`src/rtl/pipe_pkg.sv`:
```
// Shared pipeline definitions for the hazard/stall controller.
// Holds the MDU FSM encoding and common constants.
package pipe_pkg;

  typedef enum logic {
    ST_RUN      = 1'b0,
    ST_MDU_WAIT = 1'b1
  } mdu_st_t;

  localparam logic [4:0]  REG_ZERO = 5'd0;
  localparam logic [31:0] NOP      = 32'h0;

endpackage

```
`src/rtl/hazard_stall_ctrl_if.sv`:
```
// Hazard inputs from ID/EX and pipeline control outputs.
// master = pipeline side, slave = controller.
interface hazard_stall_ctrl_if #(
  parameter int CNT_W = 16
);

  logic [4:0]       id_rs;
  logic [4:0]       id_rt;
  logic             id_use_rs;
  logic             id_use_rt;
  logic             id_use_hilo;
  logic             idex_memrd;
  logic [4:0]       idex_rt;
  logic             ex_br_taken;
  logic             id_jump;
  logic             mdu_start;
  logic             pc_stay;
  logic             ifid_stay;
  logic             ifid_null;
  logic             idex_null;
  logic             mdu_busy;
  logic [CNT_W-1:0] stall_cnt;
  logic [CNT_W-1:0] flush_cnt;

  modport master (
    output id_rs, id_rt, id_use_rs, id_use_rt,
    output id_use_hilo, idex_memrd, idex_rt,
    output ex_br_taken, id_jump, mdu_start,
    input  pc_stay, ifid_stay, ifid_null,
    input  idex_null, mdu_busy,
    input  stall_cnt, flush_cnt
  );

  modport slave (
    input  id_rs, id_rt, id_use_rs, id_use_rt,
    input  id_use_hilo, idex_memrd, idex_rt,
    input  ex_br_taken, id_jump, mdu_start,
    output pc_stay, ifid_stay, ifid_null,
    output idex_null, mdu_busy,
    output stall_cnt, flush_cnt
  );

endinterface

```
`src/rtl/hazard_stall_ctrl_sat_counter.sv`:
```
// Saturating event counter with synchronous active-high reset.
// Holds at all-ones instead of wrapping.
module sat_counter #(
  parameter int CNT_W = 16
) (
  input  logic             clk,
  input  logic             reset,
  input  logic             inc,
  output logic [CNT_W-1:0] cnt
);

  always_ff @(posedge clk) begin
    if (reset)
      cnt <= '0;
    else if (inc && (cnt != '1))
      cnt <= cnt + 1'b1;
  end

endmodule

```
`src/rtl/hazard_stall_ctrl.sv`:
```
// Load-use / HI-LO stall, branch/jump flush and MDU wait control.
// Control outputs are combinational from inputs and FSM state.
module hazard_stall_ctrl
  import pipe_pkg::*;
#(
  parameter int MDU_LAT = 32,
  parameter int CNT_W   = 16
) (
  input  logic                clk,
  input  logic                reset,
  hazard_stall_ctrl_if.slave  hz
);

  localparam int MW = $clog2(MDU_LAT + 1);
  localparam logic [MW-1:0] CNT_LD = MW'(MDU_LAT - 1);

  mdu_st_t       state;
  logic [MW-1:0] mdu_cnt;

  logic busy, lu, hl, stl;
  logic sel_br, sel_st, sel_jp;
  logic pc_stay, ifid_stay, ifid_null, idex_null;

  assign busy = (state == ST_MDU_WAIT) && !reset;

  assign lu = hz.idex_memrd && (hz.idex_rt != REG_ZERO) &&
              ((hz.id_use_rs && (hz.id_rs == hz.idex_rt)) ||
               (hz.id_use_rt && (hz.id_rt == hz.idex_rt)));
  assign hl  = hz.id_use_hilo && busy;
  assign stl = lu || hl;

  // one-hot selects so the decoder sees exclusive cases
  assign sel_br = hz.ex_br_taken;
  assign sel_st = stl && !hz.ex_br_taken;
  assign sel_jp = hz.id_jump && !stl && !hz.ex_br_taken;

  always_comb begin
    pc_stay   = 1'b0;
    ifid_stay = 1'b0;
    ifid_null = 1'b0;
    idex_null = 1'b0;
    if (reset) begin
      ifid_null = 1'b1;
      idex_null = 1'b1;
    end else begin
      unique case (1'b1)
        sel_br: begin
          ifid_null = 1'b1;
          idex_null = 1'b1;
        end
        sel_st: begin
          pc_stay   = 1'b1;
          ifid_stay = 1'b1;
          idex_null = 1'b1;
        end
        sel_jp:  ifid_null = 1'b1;
        default: ;
      endcase
    end
  end

  always_ff @(posedge clk) begin
    if (reset) begin
      state   <= ST_RUN;
      mdu_cnt <= '0;
    end else begin
      unique case (state)
        ST_RUN: begin
          if (hz.mdu_start) begin
            state   <= ST_MDU_WAIT;
            mdu_cnt <= CNT_LD;
          end
        end
        ST_MDU_WAIT: begin
          if (hz.mdu_start) begin
            mdu_cnt <= CNT_LD;
          end else if (mdu_cnt == MW'(1)) begin
            state   <= ST_RUN;
            mdu_cnt <= '0;
          end else begin
            mdu_cnt <= mdu_cnt - 1'b1;
          end
        end
        default: begin
          state   <= ST_RUN;
          mdu_cnt <= '0;
        end
      endcase
    end
  end

  assign hz.pc_stay   = pc_stay;
  assign hz.ifid_stay = ifid_stay;
  assign hz.ifid_null = ifid_null;
  assign hz.idex_null = idex_null;
  assign hz.mdu_busy  = busy;

  sat_counter #(.CNT_W(CNT_W)) u_stall_cnt (
    .clk   (clk),
    .reset (reset),
    .inc   (pc_stay),
    .cnt   (hz.stall_cnt)
  );

  sat_counter #(.CNT_W(CNT_W)) u_flush_cnt (
    .clk   (clk),
    .reset (reset),
    .inc   (ifid_null && !reset),
    .cnt   (hz.flush_cnt)
  );

endmodule

```
`src/flat_wrapper.sv`:
```
// flat-port wrapper written by rule: the top's interface ports become plain ports
module hazard_stall_ctrl_flat import pipe_pkg::*;
#(
  parameter int MDU_LAT = 32,
  parameter int CNT_W   = 16
)
  (clk, reset, hz_id_rs, hz_id_rt, hz_id_use_rs, hz_id_use_rt, hz_id_use_hilo, hz_idex_memrd, hz_idex_rt, hz_ex_br_taken, hz_id_jump, hz_mdu_start, hz_pc_stay, hz_ifid_stay, hz_ifid_null, hz_idex_null, hz_mdu_busy, hz_stall_cnt, hz_flush_cnt);
  hazard_stall_ctrl_if #(.CNT_W(CNT_W)) hz_i ();
  input  logic clk;
  input  logic reset;
  input wire logic [$bits(hz_i.id_rs)-1:0] hz_id_rs;
  input wire logic [$bits(hz_i.id_rt)-1:0] hz_id_rt;
  input wire logic [$bits(hz_i.id_use_rs)-1:0] hz_id_use_rs;
  input wire logic [$bits(hz_i.id_use_rt)-1:0] hz_id_use_rt;
  input wire logic [$bits(hz_i.id_use_hilo)-1:0] hz_id_use_hilo;
  input wire logic [$bits(hz_i.idex_memrd)-1:0] hz_idex_memrd;
  input wire logic [$bits(hz_i.idex_rt)-1:0] hz_idex_rt;
  input wire logic [$bits(hz_i.ex_br_taken)-1:0] hz_ex_br_taken;
  input wire logic [$bits(hz_i.id_jump)-1:0] hz_id_jump;
  input wire logic [$bits(hz_i.mdu_start)-1:0] hz_mdu_start;
  output wire logic [$bits(hz_i.pc_stay)-1:0] hz_pc_stay;
  output wire logic [$bits(hz_i.ifid_stay)-1:0] hz_ifid_stay;
  output wire logic [$bits(hz_i.ifid_null)-1:0] hz_ifid_null;
  output wire logic [$bits(hz_i.idex_null)-1:0] hz_idex_null;
  output wire logic [$bits(hz_i.mdu_busy)-1:0] hz_mdu_busy;
  output wire logic [$bits(hz_i.stall_cnt)-1:0] hz_stall_cnt;
  output wire logic [$bits(hz_i.flush_cnt)-1:0] hz_flush_cnt;
  assign hz_i.id_rs = hz_id_rs;
  assign hz_i.id_rt = hz_id_rt;
  assign hz_i.id_use_rs = hz_id_use_rs;
  assign hz_i.id_use_rt = hz_id_use_rt;
  assign hz_i.id_use_hilo = hz_id_use_hilo;
  assign hz_i.idex_memrd = hz_idex_memrd;
  assign hz_i.idex_rt = hz_idex_rt;
  assign hz_i.ex_br_taken = hz_ex_br_taken;
  assign hz_i.id_jump = hz_id_jump;
  assign hz_i.mdu_start = hz_mdu_start;
  assign hz_pc_stay = hz_i.pc_stay;
  assign hz_ifid_stay = hz_i.ifid_stay;
  assign hz_ifid_null = hz_i.ifid_null;
  assign hz_idex_null = hz_i.idex_null;
  assign hz_mdu_busy = hz_i.mdu_busy;
  assign hz_stall_cnt = hz_i.stall_cnt;
  assign hz_flush_cnt = hz_i.flush_cnt;
  hazard_stall_ctrl #(.MDU_LAT(MDU_LAT), .CNT_W(CNT_W)) u_core (.clk(clk), .reset(reset), .hz(hz_i));
endmodule
```
`config.mk`:
```
export PLATFORM = sky130hd
export DESIGN_NAME = hazard_stall_ctrl_flat
export DESIGN_NICKNAME = d
export VERILOG_FILES = /design/src/rtl/pipe_pkg.sv /design/src/rtl/hazard_stall_ctrl_if.sv /design/src/rtl/hazard_stall_ctrl_sat_counter.sv /design/src/rtl/hazard_stall_ctrl.sv /design/src/flat_wrapper.sv
export SDC_FILE = /design/constraint.sdc
export NUM_CORES = 1
export LEC_CHECK = 0
export CORE_MARGIN = 10
export CORE_UTILIZATION = 49
export CTS_BUF_LIST = sky130_fd_sc_hd__clkbuf_8
export DETAILED_ROUTE_END_ITERATION = 7
export PLACE_DENSITY = 0.92
export SLEW_MARGIN = 5
export SYNTH_ARGS = -nofsm -noshare
export SYNTH_HDL_FRONTEND = slang
export SYNTH_SLANG_ARGS = --single-unit
```
`constraint.sdc`:
```
create_clock -name clk -period 3.6 [get_ports clk]
set_input_delay 0.9 -clock clk [delete_from_list [all_inputs] [get_ports clk]]
set_output_delay 0.9 -clock clk [all_outputs]
set_load 0.02 [all_outputs]
```
* Yosys cells after proc, flatten, opt, wreduce, memory -nomap -nowiden *
Index checks and enable logic that the tools add are counted.
W data, S select, Z words.

storage, ports and cells
  register bits = 39
  bits of input ports = 24

operators by class
  $add $sub $neg = 3
  equal/unequal tests = 6
  multiplexer cells = 14
  bitwise logic cells = 1
  reductions and logical operators = 20

operator list
  cell                     number
  $add A16 B1 Y16 const B  2
  $ne A16 B16 Y1 const B   2
  $mux W6                  3
  $logic_and A1 B1 Y1      12
  $pmux W6 S2              1
  $eq A5 B5 Y1             2
  $mux W1                  9
  $eq A6 B1 Y1 const B     1
  $sub A6 B1 Y6 const B    1
  $reduce_bool A5 Y1       1
  $reduce_or A2 Y1         2
  $logic_not A1 Y1         3
  $logic_or A1 B1 Y1       2
  $ne A2 B2 Y1 const B     1
  $pmux W1 S2              1
  $not A1 Y1               1

* Depth between registers and ports, before layout *
  depth after elaboration = 13
  depth in mapped cells = 9
  depth with buffers taken out = 8

* By module *
From an unflattened synthesis, not the netlist that was laid out.

unflattened totals
  cells, all modules = 272
  area, all modules = 2,260.9 um2

modules (own cells, without submodules)
  module             instances  cells an instance  area each (um2)
  sat_counter        2          99                 848.3
  hazard_stall_ctrl  1          74                 564.3

* Worst setup path after synthesis *
OpenSTA, ideal clock, no wires.

  path type = input to output
  from = input port hz_idex_rt[1]
  to = output port hz_pc_stay
  arrival = 2.562 ns
  slack = 0.138 ns
  stages = 7
  path buffers = 2
  cells stage by stage = xnor2_1 nand4_1 o22ai_1 a21boi_1 buf_2 nor3_1 buf_4

between the ends
  cells in the longest elaborated chain, start to end = 8
  elaborated cells on any way between the ends = 12
  classes of those cells = eq/ne (2); mux (2); reduce/logical (8)

RTL lines
  item                                           RTL line                                          RTL
  start, declared                                flat_wrapper.sv:17                                input wire logic [$bits(hz_i.idex_rt)-1:0] hz_idex_rt;
  $eq A5 B5 Y1, on equally long branches         hazard_stall_ctrl.sv:27, hazard_stall_ctrl.sv:28
  $logic_and A1 B1 Y1, on equally long branches  hazard_stall_ctrl.sv:27, hazard_stall_ctrl.sv:28
  $logic_or A1 B1 Y1                             hazard_stall_ctrl.sv:27                           ((hz.id_use_rs && (hz.id_rs == hz.idex_rt)) ||
  $logic_and A1 B1 Y1 *                          hazard_stall_ctrl.sv:26                           assign lu = hz.idex_memrd && (hz.idex_rt != REG_ZERO) &&
  $logic_or A1 B1 Y1 *                           hazard_stall_ctrl.sv:30                           assign stl = lu || hl;
  $logic_and A1 B1 Y1 *                          hazard_stall_ctrl.sv:34                           assign sel_st = stl && !hz.ex_br_taken;
  $mux W1 * (2 in series)                        --
  end, declared                                  flat_wrapper.sv:21                                output wire logic [$bits(hz_i.pc_stay)-1:0] hz_pc_stay;

Every way passes the cells marked *; elsewhere a longest branch is shown, timed or not.

* Final worst setup path *
  from = input port hz_idex_rt[2]
  to = output port hz_ifid_stay

between the ends
  cells in the longest elaborated chain, start to end = 8
  elaborated cells on any way between the ends = 12
  classes of those cells = eq/ne (2); mux (2); reduce/logical (8)

RTL lines
  item                                           RTL line                                          RTL
  $eq A5 B5 Y1, on equally long branches         hazard_stall_ctrl.sv:27, hazard_stall_ctrl.sv:28
  $logic_and A1 B1 Y1, on equally long branches  hazard_stall_ctrl.sv:27, hazard_stall_ctrl.sv:28
  $logic_or A1 B1 Y1                             hazard_stall_ctrl.sv:27
  $logic_and A1 B1 Y1 *                          hazard_stall_ctrl.sv:26
  $logic_or A1 B1 Y1 *                           hazard_stall_ctrl.sv:30
  $logic_and A1 B1 Y1 *                          hazard_stall_ctrl.sv:34
  $mux W1 *                                      hazard_stall_ctrl.sv:46                           unique case (1'b1)
  $mux W1 *                                      hazard_stall_ctrl.sv:42                           if (reset) begin
  end, declared                                  flat_wrapper.sv:22                                output wire logic [$bits(hz_i.ifid_stay)-1:0] hz_ifid_stay;

Marked as above.

==> impl_metrics.csv <==
group,metric,value,unit
worst_setup_path,slowest_delay,0.50,ns
timing,setup_ws,0.0102,ns
synthesis,avgSynthCellArea,8.09,um2
clock_tree,clockBufferDepth,2,
synthesis,syn-instance-count,264,
clock_tree,htree_levels,2,
synthesis,synth-edff-count,0,
clock_tree,cts.sinks,39,
floorplan,die-area,7400,um2
worst_setup_path,crit_cells,6,
power_and_ir_drop,power_switching,0.231,mW
worst_setup_path,cp-start-kind,"input port",
floorplan,initial_core_util,0.519,
placed_design,placed_cells,374,
clock_tree,clock_latency,0.30,ns
worst_setup_path,cp_data_required_time,2.70,ns
power_and_ir_drop,p_clk_frac,0.326,
clock_tree,ctsRootBufferMaster,"clkbuf_8",
detailed_routing,wire_per_inst,14.8,um
synthesis,syn_nets,292,
power_and_ir_drop,power,0.868,mW
detailed_routing,viasPerCell,5.58,
global_route,grt_pass1_vias,2038,
timing,setup_tns,0,ns
timing,finalCriticalPeriod,3.59,ns
worst_setup_path,cp_max_fo,3,
placed_design,gp_congestion,0.809,
power_and_ir_drop,swShare,0.266,
synthesis,synth_top_area_cell,"dfxtp_1",
synthesis,netlist-cell-type-count,46,
layout,area_growth,35.7,%
detailed_routing,drc,0,
detailed_routing,ant_nets,0,
synthesis,syn-cell-area,2140,um2
power_and_ir_drop,ir_drop,244,uV
layout,final_nets,359,
global_route,antenna_found_initial,0,
placed_design,io_buffers,60,
layout,final_cell_mix,"clkdlybuf4s50_1 (56), dfxtp_1 (39), nor2_1 (38)",
synthesis,synth_warnings,0,
floorplan,die_h,86.0,um
worst_setup_path,cp_cell_sequence,"clkdlybuf4s50_1, or4_1, o21a_1, a21boi_2, nor3_1, dlygate4sd1_1",
power_and_ir_drop,p_int,0.637,mW
worst_setup_path,end_kind,"output pin",
floorplan,fp-row-count,23,
worst_setup_path,arrival,2.69,ns
power_and_ir_drop,p_leak,1.01,nW
worst_setup_path,crit_family,"buffers and inverters",
hold_path,hold_path_class,"reg -> reg",
timing,max_slew.worst_pin.slew,0.781,ns
floorplan,core_area,4120,um2
timing,fin_skew,0.00732,ns
synthesis,yosysTopAreaCellShare,0.365,
timing,finalSetupViolCount,0,
detailed_routing,routed_wl,5670,um
detailed_routing,vias,2131,
hold_path,holdPathStages,2,
timing,finalHoldViolCount,0,
global_route,grt-ovfl-total,0,
power_and_ir_drop,p_seq_frac,0.525,
detailed_routing,drtPass1Iterations,4,
layout,diodes,0,
worst_setup_path,cp_slowest_cell,"or4_1",
synthesis,synthTopCellsByArea,"dfxtp_1 (37%), xnor2_1 (7.4%), nor2_1 (6.7%)",
worst_setup_path,rr_worst_depth,7,
clock_tree,tritoncts,"built",
synthesis,synth-seq-cells,39,
outcome,status,"complete, no violations",
timing,rsz0062_at_grt,"yes",
global_route,grt_pass1_wl,9560,um
layout,layout.cells.non_filler,382,
placed_design,dp_slack,-0.332,ns
layout,drive_gt1_frac,0.0934,
timing,min_period_over_period,0.997,
synthesis,synth_flop_cell,"dfxtp_1",
global_route,grt_max_degree,50,
worst_setup_path,path_class,"in -> out",
timing,timing.slew.headroom,0.476,
power_and_ir_drop,power_density,299,nW/um2
clock_tree,numCtsBuffers,5,
layout,final_common_cell,"clkdlybuf4s50_1",
detailed_routing,drtIter0Drc,184,
timing,slew_violations,0,
global_route,grt_use_total,0.153,
run,cap_violations,0,
floorplan,dieWidth,86.0,um
clock_tree,path_clk_slew,0.07,ns
worst_setup_path,cp_num_buf_inv,2,
power_and_ir_drop,pwr-share-comb,0.149,
floorplan,ios,61,
synthesis,yosysSeqAreaShare,0.365,
timing,fmax,0.279,GHz
synthesis,synthArstFlopShare,0,
placed_design,hpwl,4340,um
## power groups by stage
stage	clock network [mW]	registers, mW	logic [mW]
after floorplan	0	0.466	0.0652
after global placement	0	0.465	0.125
after detailed placement	0	0.465	0.130
after CTS	0.288	0.455	0.130
after global routing	0.304	0.457	0.142
final	0.283	0.456	0.129
## worst min-delay path, cell delays in order, from the launching register on
cell and delay (ns):
dfxtp_1 0.34, nand2b_1 0.08, a21oi_1 0.05
## layer usage
metal  up-vias  track usage  share of wire
met3         9       0.0445          0.061
li1       1076            -              -
met4         0       0.0404          0.014
met5         -            0              0
met2        66        0.262           0.49
met1       980        0.181           0.43
## sequential cells by signal, indices dropped and copies added, names as in the netlist
signal,flops
u_core.u_flush_cnt.cnt,16
u_core.u_stall_cnt.cnt,16
u_core.mdu_cnt,6
u_core.state,1
## cells in the mapped netlist (all sizes together), types with 7 or more instances
library cell,number
nand2,22
nor2,38
nor3,10
dfxtp,39
xnor2,18
nor2b,8
nand4,8
inv,7
nand3,18
a21oi,17
o21ai,7
or4,8
## final cells by class
cell class                 count  area, um2
clock buffer                   5       68.8
clock inverter                 3       12.5
fill                         318       1220
inverter                       7       26.3
multi-input combinational    209       1290
sequential                    39        781
tap                           50       62.6
timing repair buffer          69        656
## cells by family (layout without fill, tap and decap cells)
| family | count (synthesis) | in the layout | synth area share |
|---|---|---|---|
| simple gates | 134 | 134 | 0.321 |
| compound gates | 45 | 45 | 0.142 |
| flops | 39 | 39 | 0.365 |
| xor+xnor | 19 | 19 | 0.0779 |
| buf+inv | 16 | 84 | 0.0345 |
| mux | 7 | 7 | 0.0351 |
| fa+ha+maj | 4 | 4 | 0.0234 |
## through the flow
stage / hold slack [ns] / util / instance area (um2)
2_1_floorplan: 0.472 / - / 2140
3_3_place_gp: 0.465 / 0.685 / 2820
3_5_place_dp: 0.495 / 0.685 / 2820
4_1_cts: 0.506 / 0.706 / 2910
5_1_grt: 0.548 / 0.704 / 2900
6_report: 0.507 / 0.704 / 2900
## worst paths after layout
path	start	end	slack, ns
setup / recovery	hz_idex_rt[2]	hz_ifid_stay	0.01
hold / removal	u_core.mdu_cnt[4]$_SDFFE_PP0P_	u_core.mdu_cnt[4]$_SDFFE_PP0P_	0.51
setup reg to reg	u_core.u_stall_cnt.cnt[3]$_SDFFE_PP0P_	u_core.u_stall_cnt.cnt[13]$_SDFFE_PP0P_	1.18
hold reg to reg	u_core.mdu_cnt[4]$_SDFFE_PP0P_	u_core.mdu_cnt[4]$_SDFFE_PP0P_	0.51
## timing repair
item / CTS / global route
setup buffers: 0 / 0
setup endpoints to repair: 4 / 4
gates resized for setup: 6 / 8
pin swaps: 0 / 2
hold buffers: 0 / 0
gates cloned: 0 / 0
Note: power is estimated with default switching activity, not from simulation.
